--- src/rtl/regfile_wr_arb_pkg.sv ---
// Shared CPU writeback constants: default port widths, requester indices
// and the saturating increment used by the conflict counter.
package regfile_wr_arb_pkg;

    localparam int WIDTH_DEF = 16;
    localparam int AW_DEF    = 4;

    localparam logic REQ_ALU = 1'b0;
    localparam logic REQ_MEM = 1'b1;

    localparam logic [7:0] CNT_MAX = 8'hFF;

    function automatic logic [7:0] sat_inc(input logic [7:0] v);
        return (v == CNT_MAX) ? v : v + 8'd1;
    endfunction

endpackage

--- src/rtl/regfile_wr_arb_rr_arb2.sv ---
// Two-way round-robin arbiter. The pointer remembers the last-granted
// requester and moves only when a grant is issued.
module rr_arb2
    import regfile_wr_arb_pkg::*;
(
    input  logic       clk,
    input  logic       reset,
    input  logic [1:0] req_i,
    output logic [1:0] gnt_o
);

    logic       last_q;
    logic       last_d;
    logic [1:0] gnt_raw;

    always_comb begin
        gnt_raw = req_i;
        if (req_i[0] && req_i[1]) begin
            // Tie goes to whoever did not win last time.
            gnt_raw = (last_q == REQ_MEM) ? 2'b01 : 2'b10;
        end
    end

    // Grants are forced low while reset is held so neither requester sees ready.
    assign gnt_o = reset ? gnt_raw : 2'b00;

    always_comb begin
        last_d = last_q;
        if (gnt_raw[0]) begin
            last_d = REQ_ALU;
        end else if (gnt_raw[1]) begin
            last_d = REQ_MEM;
        end
    end

    always_ff @(posedge clk or negedge reset) begin
        if (!reset) begin
            last_q <= REQ_MEM;
        end else begin
            last_q <= last_d;
        end
    end

endmodule

--- src/rtl/regfile_wr_arb.sv ---
// Register-file write-port arbiter: two writeback requesters share one
// write port through a round-robin grant and a single registered stage.
module regfile_wr_arb
    import regfile_wr_arb_pkg::*;
#(
    parameter int WIDTH = WIDTH_DEF,
    parameter int AW    = AW_DEF
) (
    input  logic             clk,
    input  logic             reset,
    input  logic             req0_valid,
    input  logic [AW-1:0]    req0_addr,
    input  logic [WIDTH-1:0] req0_data,
    output logic             req0_ready,
    input  logic             req1_valid,
    input  logic [AW-1:0]    req1_addr,
    input  logic [WIDTH-1:0] req1_data,
    output logic             req1_ready,
    output logic             wr_en,
    output logic [AW-1:0]    wr_addr,
    output logic [WIDTH-1:0] wr_data,
    output logic [7:0]       conflict_cnt
);

    logic [1:0]       gnt;
    logic             wr_en_q,   wr_en_d;
    logic [AW-1:0]    wr_addr_q, wr_addr_d;
    logic [WIDTH-1:0] wr_data_q, wr_data_d;
    logic [7:0]       cnt_q,     cnt_d;

    rr_arb2 u_arb (
        .clk   (clk),
        .reset (reset),
        .req_i ({req1_valid, req0_valid}),
        .gnt_o (gnt)
    );

    assign req0_ready = gnt[0];
    assign req1_ready = gnt[1];

    // Address and data hold their last values when no grant is issued.
    always_comb begin
        wr_en_d   = |gnt;
        wr_addr_d = wr_addr_q;
        wr_data_d = wr_data_q;
        if (gnt[0]) begin
            wr_addr_d = req0_addr;
            wr_data_d = req0_data;
        end else if (gnt[1]) begin
            wr_addr_d = req1_addr;
            wr_data_d = req1_data;
        end
    end

    always_comb begin
        cnt_d = cnt_q;
        if (req0_valid && req1_valid) begin
            cnt_d = sat_inc(cnt_q);
        end
    end

    always_ff @(posedge clk or negedge reset) begin
        if (!reset) begin
            wr_en_q   <= 1'b0;
            wr_addr_q <= '0;
            wr_data_q <= '0;
            cnt_q     <= 8'd0;
        end else begin
            wr_en_q   <= wr_en_d;
            wr_addr_q <= wr_addr_d;
            wr_data_q <= wr_data_d;
            cnt_q     <= cnt_d;
        end
    end

    assign wr_en        = wr_en_q;
    assign wr_addr      = wr_addr_q;
    assign wr_data      = wr_data_q;
    assign conflict_cnt = cnt_q;

endmodule

--- config.mk ---
export PLATFORM = sky130hd
export DESIGN_NAME = regfile_wr_arb
export DESIGN_NICKNAME = d
export VERILOG_FILES = /design/src/rtl/regfile_wr_arb_pkg.sv /design/src/rtl/regfile_wr_arb_rr_arb2.sv /design/src/rtl/regfile_wr_arb.sv
export SDC_FILE = /design/constraint.sdc
export NUM_CORES = 1
export LEC_CHECK = 0
export CAP_MARGIN = 20
export CORE_MARGIN = 10
export CORE_UTILIZATION = 40
export DETAILED_ROUTE_END_ITERATION = 8
export PLACE_DENSITY_LB_ADDON = 0.12
export SLEW_MARGIN = 40
export SYNTH_ARGS = -nofsm -noshare
export SYNTH_HDL_FRONTEND = slang
export SYNTH_SLANG_ARGS = --single-unit
--- constraint.sdc ---
create_clock -name clk -period 3.75 [get_ports clk]
set_input_delay 0.5625 -clock clk [delete_from_list [all_inputs] [get_ports clk]]
set_output_delay 0.5625 -clock clk [all_outputs]
set_load 0.03 [all_outputs]
* Word level (Yosys, flattened, before mapping)
Cells that the tools add are included.
Operators by class: multiply operators 0, add/sub/neg operators 1, bitwise gates (word level) 1, shift operators 0, muxes and demuxes 9, reduce and logical (&&, ||, !) cells 5, order comparisons 0, equal/unequal tests 1, divide/modulo/power cells 0
Operators with widths (count):
- 16-bit two-way mux | 2
- 8-bit by 1-bit adder with 8-bit output, second input constant | 1
- 8-bit == test, second input constant | 1
- 4-bit two-way mux | 2
- 2-bit two-way mux | 3
- 2-bit nonzero test | 2
- 1-bit two-way mux | 2
- 2-bit AND reduction | 1
- 2-bit OR reduction | 1
- 1-bit logical AND | 1
- 1-bit inverter | 1
Word-level totals: memories 0, bits in latches 0, memory bits (writable) 0, output and inout bits 31, bits in registers 30, bits in read-only memories 0

* Depth between registers and ports, before layout
Gate-level depths: netlist of run 1.
depth in word-level cells 5, depth in mapped cells 5

* Hierarchy
Synthesis of run 1 repeated with hierarchy kept, for this count alone.
Unflattened totals: cell total of the unflattened synthesis 133, area, all modules 1400.1 um2
Modules (own cells, without submodules):
- regfile_wr_arb | cells an instance 126, instances 1, area each 1343.8 um2
- rr_arb2 | cells an instance 7, instances 1, area each 56.3 um2

* Least setup slack after synthesis of run 1
No wires, ideal clock.
path kind register to register, start point register cnt_q[0], in the netlist conflict_cnt[0], end point register cnt_q[6], in the netlist conflict_cnt[6], cell stages (with the launch flop) 6, arrival 1.490 ns, data required time 3.625 ns, setup slack 2.135 ns, cells stage by stage dfrtp_1 -> ha_1 -> nand2_1 -> nor2_1 -> nand4_1 -> mux2_2
On the way: cells in the longest elaborated chain, start to end 3, elaborated cells between the ends (all ways) 4, classes of those cells add/sub (1); eq/ne (1); bitwise (1); reduce/logical (1)
Ends and longest elaborated chain:
- start, declared | line regfile_wr_arb.sv:29 | logic [7:0] cnt_q, cnt_d;
- start signal, assigned | line regfile_wr_arb.sv:72 | cnt_q <= cnt_d;
- parallel branches: the longest is 3 deep, another holds 8-bit by 1-bit adder with 8-bit output
Parallel ways; which one is timed is not known. A chain may end at the register's enable or synchronous reset.

* Worst setup path after layout of run 1
start point input reset, end point output req1_ready
On the way: cells in the longest elaborated chain, start to end 1
Ends and longest elaborated chain:
- start, declared | line regfile_wr_arb.sv:10 | input logic reset,
- 2-bit two-way mux | line regfile_wr_arb_rr_arb2.sv:25 | assign gnt_o = reset ? gnt_raw : 2'b00;
- end, declared | line regfile_wr_arb.sv:18 | output logic req1_ready,
Every way passes these cells.

==> insert_results.sql, run 1 <==
INSERT INTO impl_metrics (metric_group, metric, value, unit) VALUES
('synth', 'synth.yosys.warnings', '0', ''),
('synth', 'synth_seq_cells', '30', ''),
('clock_tree', 'max-clock-path-buffers', '2', ''),
('placed_design', 'place.gp.congestion', '0.777', ''),
('clock_tree', 'tritoncts', 'yes', ''),
('clock_tree', 'clock-root-buffer', 'sky130_fd_sc_hd__clkbuf_4', ''),
('hold_path', 'min-delay-start', 'u_arb.last_q$_DFFE_PN1P_', ''),
('synth', 'ys_types', '22', ''),
('global_routing', 'grt_antenna_before_repair', '0', ''),
('timing', 'clock_skew', '0.0134', 'ns'),
('die', 'die-height', '77.0', 'µm'),
('global_routing', 'grt_pass1_vias', '1262', ''),
('hold_path', 'hold_path_end', 'u_arb.last_q$_DFFE_PN1P_', ''),
('power', 'cellPowerDensity', '516', 'nW/µm²'),
('flow_run', 'cap_violations', '0', ''),
('synth', 'post_synth.cell_area_avg', '11.7', 'µm²'),
('synth', 'mappedNetlistArea', '1300', 'µm²'),
('die', 'core', '3080', 'µm²'),
('global_routing', 'grt_first_pass_wirelength', '6470', 'µm'),
('detailed_routing', 'drt_pre_antenna_iters', '5', ''),
('timing', 'report.final.setup_viol', '0', ''),
('power', 'cellLeakagePower', '0.985', 'nW'),
('synth', 'synthTopCellsByArea', 'sky130_fd_sc_hd__dfrtp_1, sky130_fd_sc_hd__a222oi_1, sky130_fd_sc_hd__inv_1', ''),
('timing', 'final_critical_path_setup_slack', '1.24', 'ns'),
('timing', 'period_needed', '2.51', 'ns'),
('clock_tree', 'cts.reportedPaths.clkPinSlew', '0.09', 'ns'),
('power', 'totalPowerFinal', '0.00111', 'W'),
('synth', 'yosys.area.top_type', 'sky130_fd_sc_hd__dfrtp_1', ''),
('critical_path', 'timing.critical_path.to_type', 'output pin', ''),
('detailed_routing', 'drtAntennaViolNets', '0', ''),
('clock_tree', 'source_to_sink_clock_delay_at_the_later_pin_of_the_worst_skew_pair', '0.32', 'ns'),
('die', 'dieWidth', '77.0', 'µm'),
('synth', 'synth.net_count', '156', ''),
('die', 'start_util', '42.2', '%'),
('detailed_routing', 'drc', '0', ''),
('critical_path', 'rr_endpoint', 'conflict_cnt[1]$_DFFE_PN0P_', ''),
('global_routing', 'gr-total-overflow', '0', ''),
('global_routing', 'grt_start_max_net_pins', '22', ''),
('clock_tree', 'ctsHtreeMaxLevel', '2', ''),
('clock_tree', 'cts_inserted_buffers', '5', ''),
('critical_path', 'rr_worst_depth', '4', ''),
('timing', 'finalHoldViolations', '0', ''),
('critical_path', 'regToRegSetupSlack', '2.25', 'ns'),
('clock_tree', 'tritoncts_num_sinks', '30', ''),
('clock_tree', 'post_cts_repair_setup_buffers', '0', ''),
('hold_path', 'hold_path_class', 'flip-flop to flip-flop', ''),
('cells_and_area', 'layout_utilization', '69.6', '%'),
('timing', 'final.period_utilization', '67.0', '%'),
('timing', 'grt_setup_unrepaired', 'no', ''),
('critical_path', 'worst-endpoint-arrival', '1.95', 'ns'),
('critical_path', 'crit_fanout', '21', ''),
('synth', 'syn-instance-count', '111', ''),
('detailed_routing', 'dr_total_vias', '1204', ''),
('synth', 'netlist.area_leader.share', '55.9', '%'),
('cells_and_area', 'antenna_cells', '0', ''),
('detailed_routing', 'vias_per_cell', '5.12', ''),
('timing', 'slew-limit-headroom', '76.9', '%'),
('critical_path', 'critical_path.startpoint_type', 'primary input', ''),
('clock_tree', 'cts_repair_resize_count', '0', ''),
('critical_path', 'crit_reg_reg_startpoint', 'conflict_cnt[3]$_DFFE_PN0P_', ''),
('cells_and_area', 'layout.nets', '235', ''),
('critical_path', 'critical_path_required', '3.19', 'ns'),
('synth', 'synth-seq-area-share', '57.9', '%'),
('detailed_routing', 'wl_per_cell', '16.9', 'µm'),
('timing', 'slew_viol_final', '0', ''),
('timing', 'finalSetupTns', '0', 'ns'),
('detailed_routing', 'wirelength', '3980', 'µm'),
('run_status', 'status', 'finished, final reports clean', ''),
('critical_path', 'timing_worst_setup_path_type', 'primary input to output pin', ''),
('placed_design', 'dp_hpwl', '3070', 'µm'),
('cells_and_area', 'layout_overhead_on_the_synthesized_area', '64.8', '%');
-- through the flow --
| step | cells | cell area (µm²) |
|---|---|---|
| floorplan | 111 | 1300 |
| global placement | 227 | 2080 |
| detailed placement | 227 | 2080 |
| CTS | 235 | 2140 |
| global route | 235 | 2140 |
| finish | 235 | 2140 |
-- cells in the mapped netlist --
cell type	number
sky130_fd_sc_hd__and4_4	1
sky130_fd_sc_hd__inv_1	22
sky130_fd_sc_hd__o21ai_0	2
sky130_fd_sc_hd__a21oi_1	4
sky130_fd_sc_hd__nand3_1	4
sky130_fd_sc_hd__dfstp_2	1
sky130_fd_sc_hd__and3_1	1
sky130_fd_sc_hd__nand4_4	1
sky130_fd_sc_hd__ha_1	1
sky130_fd_sc_hd__dfrtp_1	29
sky130_fd_sc_hd__mux2_2	2
sky130_fd_sc_hd__and3_4	1
sky130_fd_sc_hd__a31oi_1	1
sky130_fd_sc_hd__xnor2_1	4
sky130_fd_sc_hd__nand4_1	2
sky130_fd_sc_hd__clkbuf_1	3
sky130_fd_sc_hd__nor2_1	2
sky130_fd_sc_hd__buf_2	1
sky130_fd_sc_hd__nand2b_1	1
sky130_fd_sc_hd__nand2_1	6
sky130_fd_sc_hd__a222oi_1	20
sky130_fd_sc_hd__buf_6	2
-- cells by family (layout without fill, tap and decap cells) --
logic type,after synthesis,count (layout),share of synthesized area [%]
adder cells (fa/ha/maj),1,1,0.963
AO/OA/AOI/OAI,27,27,18.2
buffers and inverters,28,108,9.34
XOR/XNOR,4,4,2.70
multiplexers,2,2,1.73
AND/OR/NAND/NOR,19,19,9.15
flip-flops,30,30,57.9
-- worst max-delay path: stages --
cell                              delay [ns]
sky130_fd_sc_hd__clkdlybuf4s50_1        0.49
sky130_fd_sc_hd__buf_4                  0.23
sky130_fd_sc_hd__nand2_1                0.08
sky130_fd_sc_hd__a21oi_1                0.12
sky130_fd_sc_hd__buf_4                  0.26
sky130_fd_sc_hd__buf_4                  0.21
-- layer usage --
metal  up-vias  routed length [µm]  global-route usage (%)
li1        573                   -                       -
met1       578                1710                    15.6
met2        51                1960                    22.4
met3         2                 289                    6.06
met4         0                  17                    3.83
met5         -                   0                       0
-- worst max path at each step --
stage | endpoint | slack [ns] | depth (start not counted)
floorplan | conflict_cnt[6]$_DFFE_PN0P_ | 2.13 | 5
global placement | req1_ready | 1.27 | 6
detailed placement | req1_ready | 1.24 | 6
CTS | req1_ready | 1.23 | 6
global route | req1_ready | 1.12 | 6
finish | req1_ready | 1.24 | 6
-- cells in the final DEF, fill, tap and decap left out --
| master | instances |
|---|---|
| sky130_fd_sc_hd__dfstp_2 | 1 |
| sky130_fd_sc_hd__a21oi_1 | 4 |
| sky130_fd_sc_hd__clkbuf_4 | 5 |
| sky130_fd_sc_hd__a222oi_1 | 20 |
| sky130_fd_sc_hd__xnor2_1 | 4 |
| sky130_fd_sc_hd__clkdlybuf4s50_1 | 72 |
| sky130_fd_sc_hd__inv_1 | 22 |
| sky130_fd_sc_hd__ha_1 | 1 |
| sky130_fd_sc_hd__o21ai_0 | 1 |
| sky130_fd_sc_hd__clkbuf_8 | 1 |
| sky130_fd_sc_hd__nor2_1 | 2 |
| sky130_fd_sc_hd__a31oi_1 | 1 |
| sky130_fd_sc_hd__nand2b_1 | 1 |
| sky130_fd_sc_hd__buf_4 | 6 |
| sky130_fd_sc_hd__nand4_1 | 2 |
| sky130_fd_sc_hd__and3_1 | 1 |
| sky130_fd_sc_hd__o21ai_1 | 1 |
| sky130_fd_sc_hd__clkinv_2 | 1 |
| sky130_fd_sc_hd__nand2_1 | 6 |
| sky130_fd_sc_hd__dfrtp_1 | 29 |
| sky130_fd_sc_hd__and3_4 | 1 |
| sky130_fd_sc_hd__nand3_1 | 4 |
| sky130_fd_sc_hd__nand4_4 | 1 |
| sky130_fd_sc_hd__mux2_2 | 2 |
| sky130_fd_sc_hd__clkbuf_1 | 1 |
| sky130_fd_sc_hd__and4_4 | 1 |
-- layout make-up --
class | count | area [µm²]
Fill cell | 260 | 937
Timing Repair Buffer | 78 | 766
Sequential cell | 30 | 752
Multi-Input combinational cell | 53 | 425
Inverter | 22 | 82.6
Clock buffer | 7 | 55.1
Tap cell | 44 | 55.1
Clock inverter | 1 | 5.00
-- flip-flops by register name (all words and copies together), names as in the netlist --
| register | count |
|---|---|
| wr_data | 16 |
| conflict_cnt | 8 |
| wr_addr | 4 |
| u_arb.last_q | 1 |
| wr_en | 1 |
-- where the power goes --
group	internal [W]	switching, W	total [W]	leakage [nW]
registers	0.000391	0.0000680	0.000459	0.370
clock network	0.0000908	0.000106	0.000197	0.0353
logic	0.000209	0.000240	0.000450	0.579
total	0.000691	0.000414	0.00111	0.985
Note: power is estimated with default switching activity, not from simulation.
==> run 2, diff against run 1 <==
--- a/config.mk
+++ b/config.mk
@@ -7,7 +7,7 @@
 export LEC_CHECK = 0
 export CAP_MARGIN = 20
 export CORE_MARGIN = 10
-export CORE_UTILIZATION = 40
+export CORE_UTILIZATION = 34
 export DETAILED_ROUTE_END_ITERATION = 8
 export PLACE_DENSITY_LB_ADDON = 0.12
 export SLEW_MARGIN = 40
==> constraint.sdc (replaced) <==
create_clock -name clk -period 2.2 [get_ports clk]
set_input_delay 0.33 -clock clk [delete_from_list [all_inputs] [get_ports clk]]
set_output_delay 0.33 -clock clk [all_outputs]
set_load 0.03 [all_outputs]
==> run 2 against run 1 <==
Final cell count is 1.3% higher. First-iteration DRC count is 16% lower. Non-clock buffer count is 1 lower. Sequential share of layout area is 0.64 points lower. Power is 80% higher. Highest routed layer unchanged. Clock skew is 0.0067 ns lower. Largest power group unchanged. Critical path type unchanged.
==> insert_results.sql, run 2 (same netlist as run 1, synthesis figures left out) <==
INSERT INTO impl_metrics (metric_group, metric, value, unit) VALUES
('critical_path', 'regToRegSetupSlack', '0.69', 'ns'),
('global_routing', 'track_usage', '12.4', '%'),
('hold_path', 'hold_path_class', 'flip-flop to flip-flop', ''),
('critical_path', 'crit_fanout', '21', ''),
('timing', 'max_clock_freq', '527', 'MHz'),
('clock_tree', 'post_cts_hold_buffer_count', '0', ''),
('detailed_routing', 'vias_per_cell', '5.11', ''),
('critical_path', 'critical_path.startpoint_type', 'primary input', ''),
('timing', 'period_needed', '1.90', 'ns'),
('timing', 'clock_skew', '0.00673', 'ns'),
('detailed_routing', 'wl_per_cell', '17.3', 'µm'),
('detailed_routing', 'dr_total_vias', '1215', ''),
('cells_and_area', 'finalInstanceArea', '2180', 'µm²'),
('placed_design', 'dpl_cell_area', '2090', 'µm²'),
('critical_path', 'timing.critical_path.to_type', 'output pin', ''),
('power', 'p_clk_share', '22.0', '%'),
('global_routing', 'grt_first_pass_wirelength', '6510', 'µm'),
('critical_path', 'timing.critical_path.cells', 'clkdlybuf4s50_1, nand2_1, a21oi_1, buf_12, buf_4', ''),
('timing', 'slew_viol_final', '0', ''),
('detailed_routing', 'drt_pre_antenna_iters', '7', ''),
('clock_tree', 'source_to_sink_clock_delay_at_the_later_pin_of_the_worst_skew_pair', '0.27', 'ns'),
('power', 'cellLeakagePower', '0.994', 'nW'),
('placed_design', 'numPortBuffers', '74', ''),
('die', 'num_rows', '22', ''),
('flow_run', 'cap_violations', '0', ''),
('timing', 'finalSetupTns', '0', 'ns'),
('cells_and_area', 'antenna_cells', '0', ''),
('detailed_routing', 'drtAntennaViolNets', '0', ''),
('power', 'power.switching', '0.000704', 'W'),
('clock_tree', 'post_cts_repair_setup_buffers', '0', ''),
('critical_path', 'timing_worst_setup_path_type', 'primary input to output pin', ''),
('timing', 'final.period_utilization', '86.3', '%'),
('critical_path', 'crit_path_start', 'req1_valid', ''),
('clock_tree', 'cts_inserted_buffers', '5', ''),
('run_status', 'status', 'finished, final reports clean', ''),
('clock_tree', 'tritoncts', 'yes', ''),
('die', 'core', '3690', 'µm²'),
('cells_and_area', 'mostFrequentLayoutCells', 'sky130_fd_sc_hd__clkdlybuf4s50_1, sky130_fd_sc_hd__dfrtp_1, sky130_fd_sc_hd__inv_1, sky130_fd_sc_hd__a222oi_1', ''),
('die', 'start_util', '35.2', '%'),
('timing', 'slew-limit-headroom', '74.3', '%'),
('timing', 'finalHoldViolations', '0', ''),
('placed_design', 'dp_hpwl', '3170', 'µm'),
('detailed_routing', 'wirelength', '4120', 'µm'),
('clock_tree', 'tritoncts_num_sinks', '30', ''),
('power', 'sw_frac_of_total', '35.5', '%'),
('global_routing', 'gr-total-overflow', '0', ''),
('die', 'die_area', '6690', 'µm²'),
('power', 'internal_power', '0.00128', 'W'),
('critical_path', 'critical_path_required', '1.87', 'ns'),
('placed_design', 'place.gp.congestion', '0.746', ''),
('power', 'seq_power_share', '39.2', '%'),
('timing', 'worst_hold_slack', '0.483', 'ns'),
('clock_tree', 'cts.reportedPaths.clkPinSlew', '0.06', 'ns'),
('global_routing', 'grt_start_max_net_pins', '31', ''),
('timing', 'worst_pin_slew', '0.385', 'ns'),
('clock_tree', 'cts_repair_resize_count', '0', ''),
('critical_path', 'crit_end', 'req1_ready', ''),
('critical_path', 'rr_endpoint', 'conflict_cnt[6]$_DFFE_PN0P_', ''),
('global_routing', 'grt_antenna_before_repair', '0', ''),
('cells_and_area', 'largest_register_ffs', '16', ''),
('clock_tree', 'clock-root-buffer', 'sky130_fd_sc_hd__clkbuf_8', ''),
('clock_tree', 'ctsHtreeMaxLevel', '2', ''),
('global_routing', 'grt_pass1_vias', '1275', ''),
('power', 'cellPowerDensity', '910', 'nW/µm²'),
('detailed_routing', 'drc', '0', ''),
('die', 'die-height', '81.8', 'µm'),
('critical_path', 'timing.critical_path.slowest_stage_cell', 'sky130_fd_sc_hd__clkdlybuf4s50_1', ''),
('cells_and_area', 'drive_gt1_share', '8.95', '%'),
('critical_path', 'cpPeakStageDelay', '0.58', 'ns'),
('critical_path', 'worst-endpoint-arrival', '1.57', 'ns'),
('critical_path', 'rr_worst_depth', '5', ''),
('clock_tree', 'max-clock-path-buffers', '2', ''),
('timing', 'report.final.setup_viol', '0', ''),
('timing', 'grt_setup_unrepaired', 'no', ''),
('critical_path', 'crit_reg_reg_startpoint', 'conflict_cnt[0]$_DFFE_PN0P_', ''),
('detailed_routing', 'drtIter0Drc', '125', ''),
('cells_and_area', 'layout_overhead_on_the_synthesized_area', '67.9', '%'),
('die', 'dieWidth', '81.8', 'µm'),
('cells_and_area', 'layout.cells.most_common', 'sky130_fd_sc_hd__clkdlybuf4s50_1', ''),
('die', 'io_pins', '75', ''),
('power', 'power_frac_comb', '38.8', '%'),
('power', 'power.ir.vdd_worst', '567', 'µV'),
('cells_and_area', 'layout.nets', '234', '');
==> run 2: cell count changes in the layout (fill, tap and decap cells not counted), sizes merged <==
cell | previous run | this run
buf | 6 | 5
clkbuf | 7 | 8
clkinv | 1 | 0
==> run 2: worst max-delay path, delay by kind of cell <==
family                 cells  cell delay, ns
AND/OR/NAND/NOR            1            0.07
AO/OA/AOI/OAI              1            0.22
buffers and inverters      3            0.94
==> run 2: power by group through the flow <==
stage	Combinational, W	Sequential (W)	Clock [W]
final	0.000771	0.000777	0.000436
after detailed placement	0.000779	0.000788	0
after global routing	0.000826	0.000803	0.000487
after floorplan	0.000181	0.000999	0
after global placement	0.000766	0.000782	0
after CTS	0.000783	0.000779	0.000459
==> run 2: worst min path at each step <==
stage | from | endpoint | slack [ns] | cells past startpoint
after CTS | u_arb.last_q$_DFFE_PN1P_ | u_arb.last_q$_DFFE_PN1P_ | 0.49 | 2
after detailed placement | wr_data[4]$_DFFE_PN0P_ | wr_data[4]$_DFFE_PN0P_ | 0.48 | 2
after global placement | u_arb.last_q$_DFFE_PN1P_ | u_arb.last_q$_DFFE_PN1P_ | 0.47 | 2
final | u_arb.last_q$_DFFE_PN1P_ | u_arb.last_q$_DFFE_PN1P_ | 0.48 | 2
after floorplan | reset | conflict_cnt[0]$_DFFE_PN0P_ | 0.03 | 0
after global routing | u_arb.last_q$_DFFE_PN1P_ | u_arb.last_q$_DFFE_PN1P_ | 0.51 | 2
==> run 2: area by class of cell <==
| cell class | instances | area (µm²) |
|---|---|---|
| Fill cell | 332 | 1510 |
| Clock buffer | 8 | 90.1 |
| Timing Repair Buffer | 77 | 771 |
| Multi-Input combinational cell | 53 | 425 |
| Sequential cell | 30 | 752 |
| Tap cell | 48 | 60.1 |
| Inverter | 22 | 82.6 |
==> run 2: stage by stage <==
step / std cells / util (%) / setup slack, ns / power, W
detailed placement: 230 / 56.7 / 0.297 / 0.00157
global route: 238 / 59.1 / 0.209 / 0.00212
floorplan: 111 / - / 0.585 / 0.00118
finish: 238 / 59.1 / 0.301 / 0.00198
CTS: 238 / 59.1 / 0.299 / 0.00202
global placement: 230 / 56.7 / 0.322 / 0.00155
==> run 2: layer usage <==
layer	GRT usage, %	routed length [µm]	vias up
met5	0	0	-
met4	3.06	16	0
met3	4.59	324	2
met2	20.9	2270	47
met1	14.5	1500	596
li1	-	-	570
